--- config.mk ---
export PLATFORM = sky130hd
export DESIGN_NAME = dct_row_butterfly_flat
export DESIGN_NICKNAME = d
export VERILOG_FILES = /design/src/rtl/dct_row_butterfly_if.sv /design/src/rtl/dct_row_butterfly.sv /design/src/flat_wrapper.sv
export SDC_FILE = /design/constraint.sdc
export NUM_CORES = 1
export LEC_CHECK = 0
export ABC_AREA = 1
export BUFFER_PORTS_ARGS = -buffer_cell sky130_fd_sc_hd__buf_4
export CAP_MARGIN = 20
export CORE_ASPECT_RATIO = 1.75
export CORE_MARGIN = 1.5
export CORE_UTILIZATION = 64
export CTS_CLUSTER_SIZE = 28
export DETAILED_ROUTE_END_ITERATION = 7
export GPL_TIMING_DRIVEN = 0
export MAX_ROUTING_LAYER = met4
export PLACE_DENSITY = 0.86
export SLEW_MARGIN = 20
export SYNTH_ARGS = -nofsm -noshare
export SYNTH_HDL_FRONTEND = slang
export SYNTH_SLANG_ARGS = --single-unit
--- constraint.sdc ---
create_clock -name Clock -period 4.3 [get_ports Clock]
set_clock_uncertainty 0.05 [all_clocks]
set_input_delay 0.86 -clock Clock [delete_from_list [all_inputs] [get_ports Clock]]
set_output_delay 0.86 -clock Clock [all_outputs]
set_load 0.01 [all_outputs]
--- src/rtl/dct_row_butterfly_if.sv ---
// Pixel input handshake and butterfly result bus of the row-DCT front end.
// The slave side is the butterfly block; the master side feeds pixels and consumes rows.
interface dct_row_butterfly_if #(
    parameter int WIDTH = 8
);
    logic                    In_Valid;
    logic                    In_Ready;
    logic [WIDTH-1:0]        In_Pixel;
    logic                    Out_Valid;
    logic [2:0]              Out_Row_Index;
    logic                    Out_Block_Last;
    logic signed [WIDTH+1:0] Out_Data_0;
    logic signed [WIDTH+1:0] Out_Data_1;
    logic signed [WIDTH+1:0] Out_Data_2;
    logic signed [WIDTH+1:0] Out_Data_3;
    logic signed [WIDTH+1:0] Out_Data_4;
    logic signed [WIDTH+1:0] Out_Data_5;
    logic signed [WIDTH+1:0] Out_Data_6;
    logic signed [WIDTH+1:0] Out_Data_7;

    modport slave (
        input  In_Valid, In_Pixel,
        output In_Ready, Out_Valid, Out_Row_Index, Out_Block_Last,
        output Out_Data_0, Out_Data_1, Out_Data_2, Out_Data_3,
        output Out_Data_4, Out_Data_5, Out_Data_6, Out_Data_7
    );

    modport master (
        output In_Valid, In_Pixel,
        input  In_Ready, Out_Valid, Out_Row_Index, Out_Block_Last,
        input  Out_Data_0, Out_Data_1, Out_Data_2, Out_Data_3,
        input  Out_Data_4, Out_Data_5, Out_Data_6, Out_Data_7
    );
endinterface

--- src/rtl/dct_row_butterfly.sv ---
// Row-DCT front end: level-shifts eight pixels of a row and registers the first butterfly
// (mirrored sums and differences), tagging each row with its index inside the 8x8 block.
module dct_row_butterfly #(
    parameter int WIDTH = 8
) (
    input  logic               Clock,
    input  logic               Reset,
    input  logic               Clear,
    dct_row_butterfly_if.slave bus
);
    typedef enum logic {ST_HALT, ST_RUN} state_t;

    localparam logic [WIDTH:0] OFFSET = (WIDTH+1)'(1) << (WIDTH-1);

    state_t                  state;
    state_t                  state_next;
    logic                    in_ready;
    logic                    accept;
    logic                    row_done;
    logic [2:0]              col;
    logic [2:0]              row;
    logic                    valid_q;
    logic [2:0]              row_index_q;
    logic signed [WIDTH:0]   shifted;
    logic signed [WIDTH:0]   buffer [0:6];
    logic signed [WIDTH:0]   sample [8];
    logic signed [WIDTH+1:0] bfly   [8];
    logic signed [WIDTH+1:0] data_q [8];

    // Ready is held low while in reset and comes up on the first edge after it.
    always_ff @(posedge Clock or posedge Reset) begin
        if (Reset) begin
            state <= ST_HALT;
        end else begin
            state <= state_next;
        end
    end

    always_comb begin
        state_next = state;
        in_ready   = 1'b0;
        case (state)
            ST_HALT: state_next = ST_RUN;
            ST_RUN:  in_ready   = 1'b1;
            default: state_next = ST_HALT;
        endcase
    end

    // Clear discards whatever pixel arrives with it, so it never counts as accepted.
    assign accept   = bus.In_Valid & in_ready & ~Clear;
    assign row_done = accept & (col == 3'd7);
    assign shifted  = {1'b0, bus.In_Pixel} - OFFSET;

    always_ff @(posedge Clock) begin
        if (accept && (col != 3'd7)) begin
            buffer[col] <= shifted;
        end
    end

    always_comb begin
        for (int i = 0; i < 7; i++) begin
            sample[i] = buffer[i];
        end
        sample[7] = shifted;
    end

    // Operands are sign-extended by one bit so sums and differences are exact.
    always_comb begin
        for (int k = 0; k < 4; k++) begin
            bfly[2*k]   = {sample[k][WIDTH], sample[k]} + {sample[7-k][WIDTH], sample[7-k]};
            bfly[2*k+1] = {sample[k][WIDTH], sample[k]} - {sample[7-k][WIDTH], sample[7-k]};
        end
    end

    always_ff @(posedge Clock or posedge Reset) begin
        if (Reset) begin
            col         <= '0;
            row         <= '0;
            valid_q     <= 1'b0;
            row_index_q <= '0;
            for (int k = 0; k < 8; k++) begin
                data_q[k] <= '0;
            end
        end else begin
            valid_q <= row_done;
            if (Clear) begin
                col <= '0;
                row <= '0;
            end else if (accept) begin
                col <= col + 3'd1;
                if (col == 3'd7) begin
                    row_index_q <= row;
                    row         <= row + 3'd1;
                    for (int k = 0; k < 8; k++) begin
                        data_q[k] <= bfly[k];
                    end
                end
            end
        end
    end

    assign bus.In_Ready       = in_ready;
    assign bus.Out_Valid      = valid_q;
    assign bus.Out_Row_Index  = row_index_q;
    assign bus.Out_Block_Last = valid_q & (row_index_q == 3'd7);
    assign bus.Out_Data_0     = data_q[0];
    assign bus.Out_Data_1     = data_q[1];
    assign bus.Out_Data_2     = data_q[2];
    assign bus.Out_Data_3     = data_q[3];
    assign bus.Out_Data_4     = data_q[4];
    assign bus.Out_Data_5     = data_q[5];
    assign bus.Out_Data_6     = data_q[6];
    assign bus.Out_Data_7     = data_q[7];
endmodule

--- src/flat_wrapper.sv ---
// flat-port wrapper written by rule: the top's interface ports become plain ports
module dct_row_butterfly_flat 
#(
    parameter int WIDTH = 8
)
  (Clock, Reset, Clear, bus_In_Valid, bus_In_Pixel, bus_In_Ready, bus_Out_Valid, bus_Out_Row_Index, bus_Out_Block_Last, bus_Out_Data_0, bus_Out_Data_1, bus_Out_Data_2, bus_Out_Data_3, bus_Out_Data_4, bus_Out_Data_5, bus_Out_Data_6, bus_Out_Data_7);
  dct_row_butterfly_if #(.WIDTH(WIDTH)) bus_i ();
  input  logic Clock;
  input  logic Reset;
  input  logic Clear;
  input wire logic [$bits(bus_i.In_Valid)-1:0] bus_In_Valid;
  input wire logic [$bits(bus_i.In_Pixel)-1:0] bus_In_Pixel;
  output wire logic [$bits(bus_i.In_Ready)-1:0] bus_In_Ready;
  output wire logic [$bits(bus_i.Out_Valid)-1:0] bus_Out_Valid;
  output wire logic [$bits(bus_i.Out_Row_Index)-1:0] bus_Out_Row_Index;
  output wire logic [$bits(bus_i.Out_Block_Last)-1:0] bus_Out_Block_Last;
  output wire logic [$bits(bus_i.Out_Data_0)-1:0] bus_Out_Data_0;
  output wire logic [$bits(bus_i.Out_Data_1)-1:0] bus_Out_Data_1;
  output wire logic [$bits(bus_i.Out_Data_2)-1:0] bus_Out_Data_2;
  output wire logic [$bits(bus_i.Out_Data_3)-1:0] bus_Out_Data_3;
  output wire logic [$bits(bus_i.Out_Data_4)-1:0] bus_Out_Data_4;
  output wire logic [$bits(bus_i.Out_Data_5)-1:0] bus_Out_Data_5;
  output wire logic [$bits(bus_i.Out_Data_6)-1:0] bus_Out_Data_6;
  output wire logic [$bits(bus_i.Out_Data_7)-1:0] bus_Out_Data_7;
  assign bus_i.In_Valid = bus_In_Valid;
  assign bus_i.In_Pixel = bus_In_Pixel;
  assign bus_In_Ready = bus_i.In_Ready;
  assign bus_Out_Valid = bus_i.Out_Valid;
  assign bus_Out_Row_Index = bus_i.Out_Row_Index;
  assign bus_Out_Block_Last = bus_i.Out_Block_Last;
  assign bus_Out_Data_0 = bus_i.Out_Data_0;
  assign bus_Out_Data_1 = bus_i.Out_Data_1;
  assign bus_Out_Data_2 = bus_i.Out_Data_2;
  assign bus_Out_Data_3 = bus_i.Out_Data_3;
  assign bus_Out_Data_4 = bus_i.Out_Data_4;
  assign bus_Out_Data_5 = bus_i.Out_Data_5;
  assign bus_Out_Data_6 = bus_i.Out_Data_6;
  assign bus_Out_Data_7 = bus_i.Out_Data_7;
  dct_row_butterfly #(.WIDTH(WIDTH)) u_core (.Clock(Clock), .Reset(Reset), .Clear(Clear), .bus(bus_i));
endmodule
==> results of run 1 <==
-- metal layers --
layer	track usage (%)	vias to the layer above	share of wire [%]
met5	-	-	0
met4	15.2	0	4.2
met3	5.13	72	5.4
met2	56.0	228	54
met1	34.7	3211	36
li1	-	3325	-
-- state kept, by name (all words and copies together), names as in the netlist --
signal / count
u_core.bus.Out_Data_0: 9
u_core.buffer: 56
u_core.row: 3
u_core.col: 3
u_core.state: 1
u_core.bus.Out_Data_1: 10
u_core.bus.Out_Data_5: 10
u_core.bus.Out_Data_3: 10
u_core.bus.Out_Data_7: 10
u_core.bus.Out_Valid: 1
u_core.bus.Out_Data_2: 9
u_core.bus.Out_Data_4: 9
u_core.bus.Out_Row_Index: 3
u_core.bus.Out_Data_6: 9
-- per-stage QoR --
step	setup slack [ns]	cell area, um2
6_report	1.70	9800
5_1_grt	1.60	9800
4_1_cts	1.74	9790
3_5_place_dp	1.49	9240
3_3_place_gp	0.0829	9200
2_1_floorplan	1.14	8260
-- power groups by stage --
stage	Sequential (W)	Clock [W]	Combinational (W)
3_5_place_dp	0.00146	0	0.000146
3_3_place_gp	0.00146	0	0.000139
2_1_floorplan	0.00146	0	0.0000928
6_report	0.00143	0.00139	0.000148
4_1_cts	0.00143	0.00139	0.000148
5_1_grt	0.00143	0.00145	0.000166
-- area by class of cell --
cell class | instances | area, um2
Timing Repair Buffer | 98 | 756
Sequential cell | 143 | 3860
Inverter | 142 | 537
Clock inverter | 12 | 111
Tap cell | 168 | 210
Clock buffer | 20 | 447
Buffer | 37 | 229
Fill cell | 877 | 2700
Multi-Input combinational cell | 666 | 3650
-- critical path: stages (launching register included) --
cell and delay, ns:
dfrtp_1 0.45, ha_1 0.21, ha_1 0.24, nor2_1 0.21, nand2_1 0.18, nor3_1 0.88
-- cells in the final DEF, fill, tap and decap left out, types with 9 or more instances in the layout --
cell type,count
a21oi_1,27
buf_2,21
buf_4,110
clkbuf_16,17
dfrtp_1,87
edfxtp_1,56
ha_1,67
inv_1,131
inv_2,9
nand2_1,341
nand3_1,61
nor2_1,46
nor3_1,9
o21ai_0,21
o21ai_1,32
xor2_1,13
-- kinds of logic after synthesis --
family                     synth area share (%)
AOI/OAI and AO/OA                          6.86
and+or+nand+nor                            22.8
xor gates and xnor gates                   2.23
buffers and inverters                      9.24
other                                    0.0454
DFF                                        46.7
adders and majority gates                  12.1
-- worst paths after layout --
path / endpoint / cells after the start / from / slack (ns)
max: u_core.buffer[2][4]$_DFFE_PP_ / 5 / u_core.col[1]$_DFFE_PP0P_ / 1.70
min: u_core.bus.Out_Data_1[9]$_DFFE_PP0P_ / 2 / Reset / 0.39
max reg2reg: u_core.buffer[2][4]$_DFFE_PP_ / 5 / u_core.col[1]$_DFFE_PP0P_ / 1.70
min reg2reg: u_core.bus.Out_Data_3[8]$_DFFE_PP0P_ / 2 / u_core.bus.Out_Data_3[8]$_DFFE_PP0P_ / 0.43
max in group asynchronous: u_core.state$_DFF_PP0_ / 3 / Reset / 3.16
min in group Clock: u_core.bus.Out_Data_3[8]$_DFFE_PP0P_ / 2 / u_core.bus.Out_Data_3[8]$_DFFE_PP0P_ / 0.43
==> qor.csv, run 1 <==
stage,metric,value,unit
worst_setup_path,crit_fanout,8,
worst_setup_path,worstPathArrival,2.59,ns
floorplan,die_x,88.9,um
clock_tree,cts_inserted_buffers,17,
routing,firstDrtPassIters,5,
synthesis,syn-num-nets,1075,
routing,drc_errors,0,
sta,relSlewSlack,25.4,%
synthesis,ys.flop_type,dfrtp_1,
clock_tree,cts.clk_slew.worst_paths,0.06,ns
place,port_buffers,97,
routing,viasPerCell,5.32,
global_routing,grt_first_pass_wirelength,31700,um
routing,drt_iter0_markers,328,
finish,area_growth,18.7,%
synthesis,syn_area,8260,um2
global_routing,antenna_found_initial,0,
power_and_ir_drop,fin_total_pwr,0.00297,W
floorplan,start_util,66.1,%
routing,num_vias,6836,
sta,finalHoldViolCount,0,
outcome,status,"complete, no violations",
sta,whs,0.388,ns
clock_tree,ctsHoldBuffers,0,
global_routing,grt_util_all_layers,32.2,%
floorplan,core_area,12500,um2
clock_tree,cts.repair.resized,0,
clock_tree,postCtsSetupBuffers,0,
finish,diodes,0,
clock_tree,cts_sinks,143,
floorplan,fp.dieArea,13600,um2
worst_setup_path,critPathKind,reg2reg,
synthesis,yosys-top-cells-count,"nand2_1, inv_1, dfrtp_1",
clock_tree,htree_levels,4,
power_and_ir_drop,share_comb_of_total_power,5.0,%
sta,setup_viol,0,
min_path,hp-class,in2async,
synthesis,synth.area.top_cells,"dfrtp_1, edfxtp_1, nand2_1, ha_1, inv_1",
synthesis,ys_warn_count,0,
sta,period_share,60.6,%
global_routing,overflow,0,
floorplan,core.rowCount,54,
synthesis,synth_top_area_share,26.4,%
floorplan,ioPinCount,98,
power_and_ir_drop,static-leakage-power,5.19,nW
clock_tree,clk_latency,0.42,ns
synthesis,syn_inst,988,
clock_tree,cts_tree,yes,
global_routing,grt_pass1_vias,6715,
worst_setup_path,worst_setup_path_start_kind,register,
synthesis,synth_edf_count,56,
power_and_ir_drop,p_per_area,303,nW/um2
synthesis,ys_seq_elements,143,
place,placed_cells,1254,
worst_setup_path,cp_data_required_time,4.29,ns
power_and_ir_drop,ir_drop,284,uV
clock_tree,clockRootBuffer,clkbuf_16,
finish,drive_above_1_share,17.4,%
synthesis,synthDistinctLibCells,30,
synthesis,yosys.cell_count.top_type,nand2_1,
place,dp_hpwl,14700,um
synthesis,yosysSeqAreaShare,46.7,%
power_and_ir_drop,pwr-share-clk,46.9,%
synthesis,synth_top_area_cell,dfrtp_1,
power_and_ir_drop,p_switching,0.000686,W
floorplan,die_h,153,um
sta,tightest_slew,1.11,ns
synthesis,ys_async_sr_fraction,60.8,%
power_and_ir_drop,p_seq_share,48.2,%
global_routing,grt_max_degree,59,
power_and_ir_drop,p_int,0.00228,W
sta,timing.fmax,384,MHz
clock_tree,clockBufferDepth,2,
sta,fin_setup_tns,0,ns
finish,final_util,78.4,%
place,gp_congestion,0.930,
routing,wl_per_cell,15.7,um
synthesis,syn_avg_cell_area,8.36,um2
worst_setup_path,critPathCaptureType,register,
finish,nNetsFinal,1192,
finish,fin_cells,1286,
sta,rsz0062_at_grt,no,
routing,routed_wl,20200,um
sta,timing.final.crit_period,2.60,ns
sta,slew_violations,0,
power_and_ir_drop,p_sw_share,23.1,%
run,maxCapViolations,0,
routing,ant_nets,0,
Power figures use the tool's default switching activity.
==> run 2: changes to the inputs <==
--- a/config.mk
+++ b/config.mk
@@ -10,12 +10,12 @@
 export CAP_MARGIN = 20
 export CORE_ASPECT_RATIO = 1.75
 export CORE_MARGIN = 1.5
-export CORE_UTILIZATION = 64
+export CORE_UTILIZATION = 59
 export CTS_CLUSTER_SIZE = 28
 export DETAILED_ROUTE_END_ITERATION = 7
 export GPL_TIMING_DRIVEN = 0
 export MAX_ROUTING_LAYER = met4
-export PLACE_DENSITY = 0.86
+export PLACE_DENSITY = 0.81
 export SLEW_MARGIN = 20
 export SYNTH_ARGS = -nofsm -noshare
 export SYNTH_HDL_FRONTEND = slang
==> constraint.sdc (replaced) <==
create_clock -name Clock -period 2.4 [get_ports Clock]
set_clock_uncertainty 0.05 [all_clocks]
set_input_delay 0.48 -clock Clock [delete_from_list [all_inputs] [get_ports Clock]]
set_output_delay 0.48 -clock Clock [all_outputs]
set_load 0.01 [all_outputs]
==> qor.csv, run 2 (synthesis gave the netlist of run 1 again) <==
stage,metric,value,unit
worst_setup_path,worst_setup_path_start_kind,register,
worst_setup_path,critPathKind,reg2reg,
run,maxCapViolations,0,
sta,period_share,91.8,%
global_routing,grt_pass1_vias,6813,
routing,wl_per_cell,15.1,um
clock_tree,cts.repair.resized,3,
floorplan,core.rowCount,57,
place,pre_cts_ws,-0.146,ns
clock_tree,htree_levels,4,
finish,mostFrequentLayoutCell,nand2_1,
sta,timing.fmax,454,MHz
routing,drc_errors,0,
clock_tree,cts.clk_slew.worst_paths,0.06,ns
routing,drt_iter0_markers,327,
min_path,hp-class,in2async,
finish,nNetsFinal,1194,
finish,diodes,0,
worst_setup_path,rr_worst_depth,5,
clock_tree,cts_sinks,143,
routing,routed_wl,19600,um
clock_tree,clockRootBuffer,clkbuf_16,
worst_setup_path,worstPathArrival,2.20,ns
floorplan,core_area,13800,um2
outcome,status,"complete, no violations",
finish,largest-register,u_core.buffer,
finish,final_util,72.2,%
sta,slew_violations,0,
clock_tree,cts_inserted_buffers,17,
routing,ant_nets,0,
sta,fin_setup_tns,0,ns
global_routing,grt_max_degree,27,
sta,timing.final.crit_period,2.20,ns
worst_setup_path,crit_fanout,8,
finish,final_cell_mix,"nand2_1, inv_1, buf_4",
global_routing,grt_util_all_layers,29.1,%
sta,worst_slack,0.196,ns
power_and_ir_drop,static-leakage-power,5.26,nW
routing,firstDrtPassIters,6,
finish,drive_above_1_share,17.7,%
sta,relSlewSlack,51.7,%
power_and_ir_drop,ir_drop,585,uV
sta,finalHoldViolCount,0,
routing,num_vias,6752,
clock_tree,clockBufferDepth,2,
clock_tree,ctsHoldBuffers,0,
routing,viasPerCell,5.21,
sta,setup_viol,0,
global_routing,antenna_found_initial,0,
floorplan,fp.dieArea,14700,um2
global_routing,grt_first_pass_wirelength,32000,um
clock_tree,clk_latency,0.42,ns
clock_tree,cts_tree,yes,
clock_tree,postCtsSetupBuffers,0,
power_and_ir_drop,fin_total_pwr,0.00563,W
floorplan,die_x,92.4,um
finish,area_growth,20.4,%
sta,rsz0062_at_grt,no,
worst_setup_path,critPathCaptureType,register,
sta,tightest_slew,0.720,ns
floorplan,ioPinCount,98,
worst_setup_path,cp_data_required_time,2.40,ns
place,dp_hpwl,14600,um
floorplan,start_util,60.0,%
floorplan,die_h,160,um
finish,largest_reg_flops,56,
place,gp_congestion,0.962,
place,port_buffers,97,
power_and_ir_drop,p_per_area,567,nW/um2
global_routing,overflow,0,
[run 2: changes by cell type in the layout (fill, tap and decap cells not counted)]
cell	before	now
buf_12	0	1
nor3_2	3	5
clkinv_4	1	5
clkinv_2	3	1
buf_16	1	2
inv_4	1	0
bufinv_16	1	4
clkinv_1	0	1
clkinvlp_4	6	2
inv_6	2	1
nor3_1	9	7
[run 2: final timing paths]
path,slack (ns),endpoint,from
hold reg to reg,0.43,u_core.bus.Out_Data_4[8]$_DFFE_PP0P_,u_core.bus.Out_Data_4[8]$_DFFE_PP0P_
setup reg to reg,0.20,u_core.buffer[0][6]$_DFFE_PP_,u_core.col[0]$_DFFE_PP0P_
hold / removal,0.08,u_core.bus.Out_Data_7[1]$_DFFE_PP0P_,Reset
min in group Clock,0.30,u_core.buffer[0][5]$_DFFE_PP_,bus_In_Pixel[5]
max in group asynchronous,1.51,u_core.bus.Out_Data_5[0]$_DFFE_PP0P_,Reset
setup / recovery,0.20,u_core.buffer[0][6]$_DFFE_PP_,u_core.col[0]$_DFFE_PP0P_
[run 2: layout make-up]
cell class	count	area, um2
clock buffers	20	447
well taps	177	221
repair buffers	100	803
clock inverters	12	184
plain buffers	37	229
inverters	142	538
flip-flops and latches	143	3860
multi-input cells	666	3660
fillers	1033	3820
[run 2: metrics by stage]
step	std cells	hold WS, ns	instance area, um2
2_1_floorplan	988	0.426	8260
5_1_grt	1297	0.112	9940
3_5_place_dp	1265	0.416	9300
6_report	1297	0.0808	9940
3_3_place_gp	1262	0.414	9210
4_1_cts	1297	0.0855	9940
[run 2: worst max-delay path, stage by stage (launching register included)]
cell and delay, ns:
dfrtp_1 0.42, ha_1 0.22, ha_1 0.24, nor2_1 0.16, nand2_1 0.15, nor2_1 0.58
[run 2: routing by layer]
metal	GRT usage, %	part of all wire [%]	vias up
met5	-	0	-
met4	14.4	4.1	0
met3	4.35	4.4	65
met2	51.3	54	192
met1	31.2	38	3157
li1	-	-	3338
[run 2: where the power goes]
part	leakage [nW]	internal, W	switching [W]	total, W
Sequential	1.71	0.00255	0.00000822	0.00256
Combinational	3.25	0.0000915	0.000181	0.000272
Clock	0.302	0.00177	0.00102	0.00280
